==> src/rtl/ptw_axi_arbiter_pkg.sv <==
// Shared constants, state encoding and grant helper for the PTW AXI arbiter.
package ptw_axi_arbiter_pkg;

  // Fixed AR-channel fields for a single 8-byte PTE fetch
  localparam logic [2:0] SIZE_8B        = 3'b011;
  localparam logic [1:0] BURST_INCR     = 2'b01;
  localparam logic [2:0] PROT_PRIV_DATA = 3'b001;

  // Requester indices
  localparam logic REQ_ITLB = 1'b0;
  localparam logic REQ_DTLB = 1'b1;

  typedef enum logic [1:0] {
    IDLE = 2'd0,
    AR   = 2'd1,
    R    = 2'd2
  } ptw_state_e;

  // Round-robin pick: on contention the requester not granted last time wins
  function automatic logic pick_grant(input logic cand_i, input logic cand_d,
                                      input logic last);
    if (cand_i && cand_d) begin
      return ~last;
    end else if (cand_d) begin
      return REQ_DTLB;
    end else begin
      return REQ_ITLB;
    end
  endfunction

endpackage

==> src/rtl/ptw_req_slot.sv <==
// Per-requester pending latch: captures a PTE-fetch pulse (8-byte aligned
// address, last pulse wins) and presents it, or a same-cycle pulse, as a
// grant candidate. The slot empties when its candidate is granted.
module ptw_req_slot #(
  parameter int ADDR_WIDTH = 64
) (
  input  logic                  clk,
  input  logic                  rst,
  input  logic                  req_valid,
  input  logic [ADDR_WIDTH-1:0] req_addr,
  input  logic                  grant,
  output logic                  cand,
  output logic [ADDR_WIDTH-1:0] cand_addr
);

  logic                  pend_q, pend_d;
  logic [ADDR_WIDTH-1:0] addr_q, addr_d;
  logic [ADDR_WIDTH-1:0] req_addr_aligned;
  logic                  unused_lsb;

  assign req_addr_aligned = {req_addr[ADDR_WIDTH-1:3], 3'b000};
  assign unused_lsb       = ^req_addr[2:0];

  // A same-cycle pulse bypasses the latch and overrides a stale address
  assign cand      = pend_q | req_valid;
  assign cand_addr = req_valid ? req_addr_aligned : addr_q;

  // Next slot state: a grant consumes both the latched and any bypassed pulse
  always_comb begin
    pend_d = pend_q;
    addr_d = addr_q;
    if (grant) begin
      pend_d = 1'b0;
    end else if (req_valid) begin
      pend_d = 1'b1;
      addr_d = req_addr_aligned;
    end
  end

  // Pending flag is control and is reset
  always_ff @(posedge clk) begin
    if (rst) begin
      pend_q <= 1'b0;
    end else begin
      pend_q <= pend_d;
    end
  end

  // Captured address is only meaningful while pending
  always_ff @(posedge clk) begin
    addr_q <= addr_d;
  end

endmodule

==> src/rtl/ptw_axi_arbiter.sv <==
// Shared page-table-walk read port: round-robin between ITLB and DTLB walk
// requests, one single-beat 64-bit AXI4 read outstanding at a time, PTE
// returned to the owner as a one-cycle pulse; bus errors become an
// access-fault pulse with an all-zero (invalid) PTE.
module ptw_axi_arbiter
  import ptw_axi_arbiter_pkg::*;
#(
  parameter int ADDR_WIDTH = 64,
  parameter int DATA_WIDTH = 64,
  parameter int ID_WIDTH   = 4,
  parameter int ITLB_ID    = 0,
  parameter int DTLB_ID    = 1
) (
  input  logic                  CLK,
  input  logic                  RST,
  input  logic                  ITLB_ADDR_VALID,
  input  logic [ADDR_WIDTH-1:0] ITLB_ADDR,
  output logic                  ITLB_DATA_VALID,
  output logic [DATA_WIDTH-1:0] ITLB_DATA,
  output logic                  ITLB_ACCESS_FAULT,
  input  logic                  DTLB_ADDR_VALID,
  input  logic [ADDR_WIDTH-1:0] DTLB_ADDR,
  output logic                  DTLB_DATA_VALID,
  output logic [DATA_WIDTH-1:0] DTLB_DATA,
  output logic                  DTLB_ACCESS_FAULT,
  output logic                  M_ARVALID,
  input  logic                  M_ARREADY,
  output logic [ADDR_WIDTH-1:0] M_ARADDR,
  output logic [ID_WIDTH-1:0]   M_ARID,
  output logic [7:0]            M_ARLEN,
  output logic [2:0]            M_ARSIZE,
  output logic [1:0]            M_ARBURST,
  output logic [2:0]            M_ARPROT,
  input  logic                  M_RVALID,
  output logic                  M_RREADY,
  input  logic [DATA_WIDTH-1:0] M_RDATA,
  input  logic [1:0]            M_RRESP,
  input  logic                  M_RLAST
);

  ptw_state_e                      state_q, state_d;
  logic                            owner_q, owner_d;
  logic                            last_q, last_d;
  logic                            arvalid_q, arvalid_d;
  logic                            rready_q, rready_d;
  logic [ADDR_WIDTH-1:0]           araddr_q, araddr_d;
  logic [ID_WIDTH-1:0]             arid_q, arid_d;
  logic [1:0]                      dv_q, dv_d;
  logic [1:0]                      af_q, af_d;
  logic [1:0][DATA_WIDTH-1:0]      data_q, data_d;

  logic [1:0]                      grant;
  logic                            sel;
  logic                            cand_i, cand_d;
  logic [ADDR_WIDTH-1:0]           cand_addr_i, cand_addr_d;
  logic                            unused_rsp;

  // Single beat is assumed and only RRESP[1] separates OKAY/EXOKAY from errors
  assign unused_rsp = ^{M_RLAST, M_RRESP[0]};

  ptw_req_slot #(.ADDR_WIDTH(ADDR_WIDTH)) u_itlb_slot (
    .clk       (CLK),
    .rst       (RST),
    .req_valid (ITLB_ADDR_VALID),
    .req_addr  (ITLB_ADDR),
    .grant     (grant[REQ_ITLB]),
    .cand      (cand_i),
    .cand_addr (cand_addr_i)
  );

  ptw_req_slot #(.ADDR_WIDTH(ADDR_WIDTH)) u_dtlb_slot (
    .clk       (CLK),
    .rst       (RST),
    .req_valid (DTLB_ADDR_VALID),
    .req_addr  (DTLB_ADDR),
    .grant     (grant[REQ_DTLB]),
    .cand      (cand_d),
    .cand_addr (cand_addr_d)
  );

  // Next-state and output logic of the IDLE -> AR -> R walk sequencer
  always_comb begin
    state_d   = state_q;
    owner_d   = owner_q;
    last_d    = last_q;
    arvalid_d = arvalid_q;
    rready_d  = rready_q;
    araddr_d  = araddr_q;
    arid_d    = arid_q;
    dv_d      = 2'b00;
    af_d      = 2'b00;
    data_d    = data_q;
    grant     = 2'b00;
    sel       = REQ_ITLB;
    case (state_q)
      IDLE: begin
        if (cand_i || cand_d) begin
          sel        = pick_grant(cand_i, cand_d, last_q);
          grant[sel] = 1'b1;
          owner_d    = sel;
          araddr_d   = (sel == REQ_DTLB) ? cand_addr_d : cand_addr_i;
          arid_d     = (sel == REQ_DTLB) ? ID_WIDTH'(DTLB_ID) : ID_WIDTH'(ITLB_ID);
          arvalid_d  = 1'b1;
          state_d    = AR;
        end
      end
      AR: begin
        if (M_ARREADY) begin
          arvalid_d = 1'b0;
          rready_d  = 1'b1;
          last_d    = owner_q;
          state_d   = R;
        end
      end
      R: begin
        if (M_RVALID && rready_q) begin
          rready_d        = 1'b0;
          dv_d[owner_q]   = 1'b1;
          af_d[owner_q]   = M_RRESP[1];
          data_d[owner_q] = M_RRESP[1] ? '0 : M_RDATA;
          state_d         = IDLE;
        end
      end
      default: begin
        state_d = IDLE;
      end
    endcase
  end

  // State, AR channel and return registers; reset drops any walk in flight
  always_ff @(posedge CLK) begin
    if (RST) begin
      state_q   <= IDLE;
      owner_q   <= REQ_ITLB;
      last_q    <= REQ_ITLB;
      arvalid_q <= 1'b0;
      rready_q  <= 1'b0;
      araddr_q  <= '0;
      arid_q    <= '0;
      dv_q      <= 2'b00;
      af_q      <= 2'b00;
      data_q    <= '0;
    end else begin
      state_q   <= state_d;
      owner_q   <= owner_d;
      last_q    <= last_d;
      arvalid_q <= arvalid_d;
      rready_q  <= rready_d;
      araddr_q  <= araddr_d;
      arid_q    <= arid_d;
      dv_q      <= dv_d;
      af_q      <= af_d;
      data_q    <= data_d;
    end
  end

  assign M_ARVALID = arvalid_q;
  assign M_ARADDR  = araddr_q;
  assign M_ARID    = arid_q;
  assign M_ARLEN   = 8'd0;
  assign M_ARSIZE  = SIZE_8B;
  assign M_ARBURST = BURST_INCR;
  assign M_ARPROT  = PROT_PRIV_DATA;
  assign M_RREADY  = rready_q;

  assign ITLB_DATA_VALID   = dv_q[REQ_ITLB];
  assign ITLB_ACCESS_FAULT = af_q[REQ_ITLB];
  assign ITLB_DATA         = data_q[REQ_ITLB];
  assign DTLB_DATA_VALID   = dv_q[REQ_DTLB];
  assign DTLB_ACCESS_FAULT = af_q[REQ_DTLB];
  assign DTLB_DATA         = data_q[REQ_DTLB];

endmodule

==> config.mk <==
export PLATFORM = sky130hd
export DESIGN_NAME = ptw_axi_arbiter
export DESIGN_NICKNAME = d
export VERILOG_FILES = /design/src/rtl/ptw_axi_arbiter_pkg.sv /design/src/rtl/ptw_req_slot.sv /design/src/rtl/ptw_axi_arbiter.sv
export SDC_FILE = /design/constraint.sdc
export NUM_CORES = 1
export LEC_CHECK = 0
export ABC_AREA = 1
export BUFFER_PORTS_ARGS = -buffer_cell sky130_fd_sc_hd__buf_2
export CORE_UTILIZATION = 25
export CTS_BUF_LIST = sky130_fd_sc_hd__clkbuf_4 sky130_fd_sc_hd__clkbuf_8
export CTS_CLUSTER_DIAMETER = 50
export DETAILED_ROUTE_END_ITERATION = 8
export SYNTH_ARGS = -nofsm -noshare
export SYNTH_HDL_FRONTEND = slang
export SYNTH_SLANG_ARGS = --single-unit
==> constraint.sdc <==
create_clock -name CLK -period 6.1 [get_ports CLK]
set_input_delay 0.915 -clock CLK [delete_from_list [all_inputs] [get_ports CLK]]
set_output_delay 0.915 -clock CLK [all_outputs]
set_load 0.05 [all_outputs]
After elaboration in Yosys (flattened, before gate mapping):

Cells that the tools add are included.

* word-level logic and storage cells: 75
* output and inout bits: 218
* memories kept: 0
* latch bits: 0
* register bits after elaboration: 336
* input port bits: 201
* ROM bits: 0
* bits in writable memories: 0

* divide/modulo/power cells: 0
* multipliers: 0
* bitwise operators: 6
* equal/unequal tests: 5
* mux-type cells: 28
* magnitude comparators: 4
* add/sub/neg operators: 0
* shifts and indexed selects: 0
* reductions and logical operators: 17

Operators with widths (count)
* 64-bit 2-to-1 mux: 5
* 128-bit bitwise mux: 1
* 64-bit demux with 1-bit select: 1
* 1-bit 2-to-1 mux: 11
* 2-bit 2-to-1 mux: 5
* 3-bit AND reduction: 3
* 2-bit != test, second input constant: 3
* 2-bit one-hot mux with 3 select lines: 1
* 2-bit AND reduction: 3
* 1-bit logical AND: 4
* 1-bit by 2-bit < comparator with 1-bit output, second input constant: 2
* 1-bit one-hot mux with 2 select lines: 2
* 2-bit nonzero test: 2
* 2-bit OR reduction: 2
* 1-bit NOT: 3
* 3-bit OR reduction: 1
* 2-bit AND: 1
* 1-bit demux with 1-bit select: 2
* 2-bit by 1-bit == test with 1-bit output, second input constant: 1
* 2-bit == test, second input constant: 1
* 1-bit >= comparator, second input constant: 2
* 2-bit zero test: 1
* 1-bit OR: 2
* 1-bit logical OR: 1

Depth between registers and ports, before layout:

Gate-level depths: netlist (run 1).

* word-level depth: 12
* depth in mapped cells: 10
* gate-level depth less buffers: 7

Hierarchy:

From an unflattened synthesis (run 1), not the netlist that was laid out.

* cell total of the unflattened synthesis: 1915
* area total of the unflattened synthesis: 14480.1 µm²

Modules (own cells, without submodules)
* ptw_axi_arbiter: times used 1, seq. area each 4043.9 µm², cells an instance 1367, area an instance 8927.3 µm²
* ptw_req_slot: times used 2, seq. area each 1941.9 µm², cells an instance 274, area an instance 2776.4 µm²

Least setup slack after synthesis (run 1):

OpenSTA, ideal clock, no wires.

* path type: in2reg
* start point: input ITLB_ADDR_VALID
* end point: register u_dtlb_slot.addr_q[0] (netlist name)
* setup time: 859 ps
* path buffers: 3
* arrival: 3001 ps
* required time: 5241 ps
* slack: 2240 ps
* stages: 7
* cells stage by stage: buf_4 inv_2 nand2_1 nand2_1 buf_4 buf_4 nand3_1

RTL lines
* start: declaration: line ptw_axi_arbiter.sv:16 `input logic ITLB_ADDR_VALID,`

Final worst setup path (run 1):

* start point: register state_q[1]
* end point: register u_dtlb_slot.addr_q[25] (enable)

* cells in the longest elaborated chain, start to end: 2

RTL lines
* start: declaration: line ptw_axi_arbiter.sv:41 `ptw_state_e state_q, state_d;`
* start signal: assignment: line ptw_axi_arbiter.sv:144 `state_q <= state_d;`
* 2-bit zero test: line ptw_axi_arbiter.sv:95 `case (state_q)`
* 2-bit 2-to-1 mux: line ptw_axi_arbiter.sv:95
* end signal: assignment: line ptw_req_slot.sv:51 `addr_q <= addr_d;`
* end: declaration: line ptw_req_slot.sv:17 `logic [ADDR_WIDTH-1:0] addr_q, addr_d;`

Every way passes these cells.
A chain may end at the register's enable or synchronous reset.

==> results.md, run 1 <==
Status:
- The flow ran to the end, and the final reports show no timing, DRC or antenna violations.

Clock tree:
- The tree built by TritonCTS fans out to 332 sinks.
- The clock tree root buffer cell is sky130_fd_sc_hd__clkbuf_8.
- After clock tree synthesis, the clock-pin slew on the worst setup and hold paths is 0.06 ns.
- TritonCTS built the clock tree.
- The number of H-tree branching levels is 2.
- The TritonCTS buffer count is 61.
- Hold repair after CTS inserted 0 buffers.
- The clock passes through at most 3 buffers.
- The post-CTS setup buffer count is 0.
- The clock latency of the later-clocked register in the worst-skew pair is 0.65 ns.
- After clock tree synthesis, the repair step resized 0 gates.

Timing:
- Setup repair after global routing left no endpoint under its margin.
- Setup violations remaining at the end of the flow were counted as 0.
- The hold violation total from the final report is 0.
- The transition at the pin with the smallest max-transition slack is 1.01 ns.
- The final count of pins violating max slew is 0.
- Based on the critical path, the design can be clocked at up to 331 MHz.
- Setup total negative slack on the finished layout was measured at 0 ns.
- The routed design could run at a clock period as short as 3.02 ns.
- Headroom to the max-slew limit came out at 32.1%.
- The worst-case clock skew is 0.0386 ns.
- The portion of the clock cycle consumed by the worst path in the final layout is 49.5%.

Synthesis:
- Of all cell types, the one taking the most synthesized area is sky130_fd_sc_hd__dfxtp_1.
- The adder-cell share of the synthesized area is 0%.
- Multiplexer cells account for 0% of the synthesized area.
- After synthesis, the largest family of logic cells by area is simple AND/OR/NAND/NOR gates.
- The parity-gate share of the synthesized area counting xor and xnor cells is 0%.
- Ranked by total cell area, the synthesized netlist is headed by sky130_fd_sc_hd__dfxtp_1, sky130_fd_sc_hd__edfxtp_1, sky130_fd_sc_hd__nand2_1.
- The synthesized area divided by synthesized cell count is 7.97 um2.
- The post-synth design cell area is 14800 um2.
- The post-synthesis register bit count is 332.
- The synthesized netlist contains 28 unique library cells.
- The cell count after synthesis is 1859.
- The synthesized netlist devotes 26.2% of its cell area to simple gates.
- The share of Yosys cell area claimed by the top area cell type is 27.6%.
- Summing the sequential cell areas from Yosys gives 53.5% of the chip area.
- The synthesized netlist devotes 8.94% of its cell area to compound gates.
- Yosys printed 0 warnings.

Worst setup path:
- The data arrival time of the critical path is 3.36 ns.
- The worst setup path is launched from a flip-flop.
- Data on the critical path is required at its endpoint by 6.44 ns.
- Along the worst path, the maximum fanout reaches 53.
- STA classifies the critical path endpoint as a flip-flop.
- The path type of the worst setup path is reg -> reg.

Global route:
- Entering global routing, the biggest net connects 98 pins.
- For this run the aggregate overflow at the end of global routing stands at 0.
- The first global-routing pass estimated 73900 um of wire.
- The global router's overall resource usage is 15.9%.
- The initial antenna violation count is 9.
- The number of global-route vias before repair came to 12820.

Placed design:
- The HPWL after detailed placement is 31100 um.
- The cell area after placement is 17100 um2.
- The final weighted congestion in routability-driven placement is 0.764.
- Buffers placed on the I/O ports in this run total 391.

Run:
- Across the run, the number of max-cap violations was 0.

Cells and area:
- The share of post-route cells with drive strength above 1 is 27.1%.
- From synthesis to final layout, the design area changed by 24.8%.
- For this run, the post-layout net count is 2408.
- The number of fillers in the final layout is 6293.
- Once layout is done, the placed cells without fillers occupy 18500 um2.
- Measured on the finished design, the core utilization comes to 31.8%.

Power and ir drop:
- VDD sags by at most 0.000158 V.
- Dividing total power by cell area gives a power density of 325 nW/um2.
- The standby leakage power is 9.48 nW.
- Total power for the finished layout comes to 0.00601 W.

Hold path:
- In this run the worst hold path is classified as reg -> reg.

Detailed routing:
- The final layout contains routed wiring with a total length of 48900 um.
- The DRC violation count after routing is 0.
- For this run, the detailed router's first-pass iteration total came to 4.
- The final route contains 13039 vias.
- The average vias per placed instance is 4.31.
- Once detail routing completed, the nets flagged for antenna violations numbered 0.
- The average wire length per cell after detail routing is 16.2 um.
- The first-iteration detailed-routing DRC count is 458.

Floorplanning:
- After floorplanning, the core was sized to cover 58100 um2.
- For this configuration, the core starts out at a cell density of 25.5%.
- The total I/O pin count is 419.
- The site row count is 88.
- From left edge to right edge, the die measures 245 um.
- The die area is 60200 um2.
- From bottom edge to top edge, the die measures 245 um.
-- metal layers --
metal	vias to the layer above	share of wire, %	global-route usage (%)
met5	-	0.15	0
met4	10	2.7	5.02
met3	90	8.7	5.39
met2	474	45	26.3
met1	5919	43	19.3
li1	6546	-	-
-- worst max-delay path, cell delays in order (launching register included) --
cell and delay, ns:
sky130_fd_sc_hd__dfxtp_1 0.38, sky130_fd_sc_hd__nor2_4 0.44, sky130_fd_sc_hd__buf_4 0.69, sky130_fd_sc_hd__nand3_4 0.63, sky130_fd_sc_hd__buf_4 0.52
-- path summary, 6_finish.rpt --
kind,startpoint,to,slack (ns),cells after the start
hold reg to reg,ITLB_DATA[13],ITLB_DATA[13],0.47,2
setup reg to reg,state_q[1],u_dtlb_slot.addr_q[25],3.08,4
setup / recovery,state_q[1],u_dtlb_slot.addr_q[25],3.08,4
hold / removal,ITLB_DATA[13],ITLB_DATA[13],0.47,2
-- cells by family after synthesis --
family,Yosys count
and+or+nand+nor,942
buffers and inverters,366
DFF,332
AOI/OAI and AO/OA,217
other,2
-- through the flow --
stage          hold WS [ns]  setup WS [ns]  cells
4_1_cts               0.451           3.04   3025
3_3_place_gp          0.457           2.94   2909
5_1_grt               0.469           2.88   3026
2_1_floorplan         0.471           2.24   1876
6_report              0.470           3.08   3026
3_5_place_dp          0.458           2.94   2909
-- final cells by class --
cell class	count	area [um2]	share of cell area (%)
diodes	1	2.50	0.0135
clock buffers	99	1240	6.69
clock inverters	17	106	0.575
inverters	222	833	4.51
multi-input cells	1178	5310	28.7
flip-flops and latches	332	7930	42.9
well taps	765	957	5.18
repair buffers	412	2120	11.4
-- registers in the layout (all words and copies together) (netlist names) --
signal / flops
u_itlb_slot.pend_q: 1
last_q: 1
af_q: 2
ITLB_DATA: 64
dv_q: 2
M_ARVALID: 1
u_dtlb_slot.pend_q: 1
DTLB_DATA: 64
state_q: 2
M_RREADY: 1
owner_q: 1
u_itlb_slot.addr_q: 64
M_ARADDR: 64
u_dtlb_slot.addr_q: 64
-- Yosys cell counts (all sizes together) --
library cell  number
a211oi             1
nor3              63
o21ai            120
clkbuf            54
a21oi             96
nand4             65
nand3             11
buf               90
nor2             244
inv              221
conb               2
clkinv             1
dfxtp            204
edfxtp           128
nand2            559
-- power breakdown --
part | total [W] | internal [W] | leakage (nW) | switching (W)
clock | 0.00230 | 0.00129 | 0.718 | 0.00101
combinational | 0.00107 | 0.000260 | 5.81 | 0.000811
sequential | 0.00264 | 0.00256 | 2.95 | 0.0000744
total | 0.00601 | 0.00411 | 9.48 | 0.00190
-- cell usage in the layout (no fill, tap or decap), types with 5 or more instances in the layout --
master / n
sky130_fd_sc_hd__nand3_2: 6
sky130_fd_sc_hd__buf_4: 22
sky130_fd_sc_hd__buf_2: 390
sky130_fd_sc_hd__inv_1: 215
sky130_fd_sc_hd__conb_1: 19
sky130_fd_sc_hd__clkinv_2: 7
sky130_fd_sc_hd__clkinv_1: 5
sky130_fd_sc_hd__nor2_1: 240
sky130_fd_sc_hd__clkbuf_8: 79
sky130_fd_sc_hd__edfxtp_1: 128
sky130_fd_sc_hd__a21oi_2: 62
sky130_fd_sc_hd__o21ai_0: 52
sky130_fd_sc_hd__inv_2: 6
sky130_fd_sc_hd__nand2_1: 554
sky130_fd_sc_hd__o21ai_1: 67
sky130_fd_sc_hd__clkbuf_4: 20
sky130_fd_sc_hd__dfxtp_1: 204
sky130_fd_sc_hd__a21oi_1: 34
sky130_fd_sc_hd__nand4_1: 64
sky130_fd_sc_hd__nor3_1: 61
Power figures use the tool's default switching activity.
==> inputs of run 2 (changes only) <==
Clock period 6.1 ns to 2.78 ns, I/O delays scaled along.
==> run 2 against run 1 <==
Effect of this change: global-route usage down 0.091 points; hold slack worse by 0.40 ns; cell count increased by 0.83%; utilization increased by 0.81 points; die area is the same; clock skew down 0.0029 ns; wire length is 0.23% lower; clock power up 130%; via count fell by 0.17%; fmax up 45%; combinational power increased by 130%; count of clock-buffer cells in the layout down 9; largest power group unchanged.
==> results.md, run 2 (synthesized netlist as in run 1, its figures left out) <==
Cells and area:
- The synthesis-to-finish area growth is 28.0% (was 24.8%).
- The share of post-route cells with drive strength above 1 is 26.7% (was 27.1%).
- The number of fillers in the final layout is 6198 (was 6293).
- The final core area utilization is 32.6% (was 31.8%).
- Commonest cells after routing, fill and taps aside: sky130_fd_sc_hd__nand2_1, sky130_fd_sc_hd__buf_2, sky130_fd_sc_hd__nor2_1 (unchanged).
- The leading cell type in the layout, fill and taps excluded is sky130_fd_sc_hd__nand2_1 (unchanged).
- The net total in the final layout was 2440 (was 2408).
- The post-route cell area came to 19000 um2 (was 18500 um2).

Clock tree:
- The number of buffers inserted for hold repair after clock tree synthesis was 28 (was 0).
- The TritonCTS clock tree is done (unchanged).
- The TritonCTS buffer count came to 61 (unchanged).
- The clock-pin slew reported for the worst setup and hold paths after clock tree synthesis is 0.06 ns (about the same).
- The post-CTS setup buffer count is 0 (unchanged).
- The total number of clock tree sinks came to 332 (unchanged).
- The clock tree root buffer cell is sky130_fd_sc_hd__clkbuf_8 (unchanged).
- The worst-case clock buffer depth is 3 (unchanged).
- The number of H-tree branching levels was 2 (unchanged).
- The post-cts repair resize count is 0 (unchanged).
- The clock latency of the later-clocked register in the worst-skew pair is 0.65 ns (about the same).

Global route:
- The number of global-route vias before repair is 13021 (was 12820).
- The initial antenna violation count is 4 (was 9).
- The global-route wire length before repair is 74000 um (was 73900 um).
- The total congestion overflow after global routing is 0 (unchanged).
- The global router's overall resource usage is 15.8% (was 15.9%).
- The maximum number of pins on one net before global-route repair is 102 (was 98).

Worst setup path:
- The kind of launch point of the worst setup path is a flip-flop (unchanged).
- The path type of the worst setup path is reg -> reg (unchanged).
- The number of buffer and inverter instances along the worst setup path is 1 (was 2).
- The capturing element type of the critical path is a flip-flop (unchanged).
- The largest driver fanout on the critical path came to 56 (was 53).
- The critical path depth in cells was 6 (was 4).
- The critical path's largest stage delay was 0.70 ns (was 0.69 ns).
- The data arrival time of the critical path is 2.65 ns (was 3.36 ns).
- The master of the slowest instance on the critical path was sky130_fd_sc_hd__buf_4 (unchanged).
- The critical path's most frequent cell is sky130_fd_sc_hd__nor2_1 (was sky130_fd_sc_hd__buf_4).
- Cells along the critical path: nor2_4, buf_4, nand4_1, nand2_1, nor2_1, nor2_1 (was nor2_4, buf_4, nand3_4, buf_4).
- The path depth of the worst reg2reg path is 6 (was 4).
- The endpoint required time on the critical path is 3.34 ns (was 6.44 ns).
- The cell class contributing the biggest share of worst-path delay is simple AND/OR/NAND/NOR gates (was buffers and inverters).

Timing:
- The worst slew margin relative to its limit was 35.4% (was 32.1%).
- The achievable clock frequency came to 479 MHz (was 331 MHz).
- The hold violation total from the final report is 0 (unchanged).
- The number of failing setup endpoints in the final timing report is 0 (unchanged).
- Setup repair after global routing missed its margin: false (unchanged).
- The portion of the clock cycle consumed by the worst path in the final layout is 75.1% (was 49.5%).
- The worst-case clock skew was 0.0357 ns (was 0.0386 ns).
- The least setup slack across all paths after layout is 0.693 ns (was 3.08 ns).
- The final period demand of the worst path is 2.09 ns (was 3.02 ns).
- The transition at the pin with the smallest max-transition slack is 0.963 ns (was 1.01 ns).
- The final count of pins violating max slew is 0 (unchanged).
- The final sum of negative setup slack is 0 ns (unchanged).

Detailed routing:
- The via count came to 13017 (was 13039).
- The average vias per placed instance is 4.27 (was 4.31).
- The first-iteration detailed-routing DRC count came to 498 (was 458).
- The post-detailed-routing wire length was 48800 um (was 48900 um).
- The DRC violation count after routing is 0 (unchanged).
- The post-route antenna net violation count is 0 (unchanged).
- The total iterations of the first detailed-routing run is 5 (was 4).
- The average wire length per cell after detail routing is 16.0 um (was 16.2 um).

Placed design:
- The cell area after placement is 17300 um2 (was 17100 um2).
- The number of I/O port buffers is 391 (unchanged).
- The final weighted congestion in routability-driven placement was 0.771 (was 0.764).
- The post-detailed-placement half-perimeter wirelength was 31000 um (was 31100 um).
- The worst setup timing slack at the placement stage is 0.664 ns (was 2.94 ns).

Power and ir drop:
- The total design power is 0.0134 W (was 0.00601 W).
- The power per cell area was 709 nW/um2 (was 325 nW/um2).
- The highest ir drop seen on vdd is 0.000312 V (was 0.000158 V).
- The standby leakage power is 9.67 nW (was 9.48 nW).

Floorplanning:
- The initial core utilization is 25.5% (unchanged).
- The site row count is 88 (unchanged).
- The floorplan die width was 245 um (unchanged).
- The die height is 245 um (unchanged).
- The placeable core area came to 58100 um2 (unchanged).
- The total I/O pin count is 419 (unchanged).
- The die area is 60200 um2 (unchanged).

Hold path:
- The hold-critical path depth is 3 (was 2).
- The worst min-delay path category is in -> reg (was reg -> reg).

Status:
- Status: completed (unchanged).

Run:
- The number of max-capacitance violations reported came to 0 (unchanged).
[run 2: changes by cell type in the layout (fill, tap and decap cells not counted), sizes merged]
cell,delta
dlygate4sd3,+28
clkbuf,-9
bufinv,+5
buf,+4
clkinv,-2
inv,-1
[run 2: final timing paths]
| path | startpoint | slack, ns | endpoint |
|---|---|---|---|
| min | DTLB_ADDR[11] | 0.07 | u_dtlb_slot.addr_q[11] |
| max reg2reg | state_q[1] | 0.69 | M_ARADDR[36] |
| max | state_q[1] | 0.69 | M_ARADDR[36] |
| min reg2reg | M_ARVALID | 0.47 | M_ARVALID |
[run 2: metal layers]
layer,up-vias,wire length [um],track usage [%]
li1,6607,-,-
met1,5862,20400,18.6
met2,454,22800,27.1
met3,88,4380,5.04
met4,6,1250,5.21
met5,-,39,0
[run 2: final cells by class]
cell class / count / area (um2) / share of cell area (%)
Sequential cell: 332 / 7930 / 41.8
Multi-Input combinational cell: 1178 / 5310 / 28.0
Timing Repair Buffer: 444 / 2560 / 13.5
Clock buffer: 90 / 1140 / 6.00
Tap cell: 765 / 957 / 5.05
Inverter: 222 / 835 / 4.40
Clock inverter: 19 / 229 / 1.21
Antenna cell: 1 / 2.50 / 0.0132
[run 2: tightest hold or removal path: stages]
cell and delay [ns]:
sky130_fd_sc_hd__buf_2 0.08, sky130_fd_sc_hd__nand2_1 0.04, sky130_fd_sc_hd__nand2_1 0.07
[run 2: stage by stage]
step / cells / hold slack [ns]
global placement: 2913 / 0.451
finish: 3051 / 0.0697
CTS: 3050 / 0.000465
global route: 3050 / 0.0284
detailed placement: 2913 / 0.457
floorplan: 1876 / 0.471
[run 2: power by group]
part | switching (W) | total (W) | internal (W)
Clock | 0.00214 | 0.00522 | 0.00308
Combinational | 0.00179 | 0.00243 | 0.000642
Sequential | 0.000165 | 0.00578 | 0.00562
Total | 0.00410 | 0.0134 | 0.00934
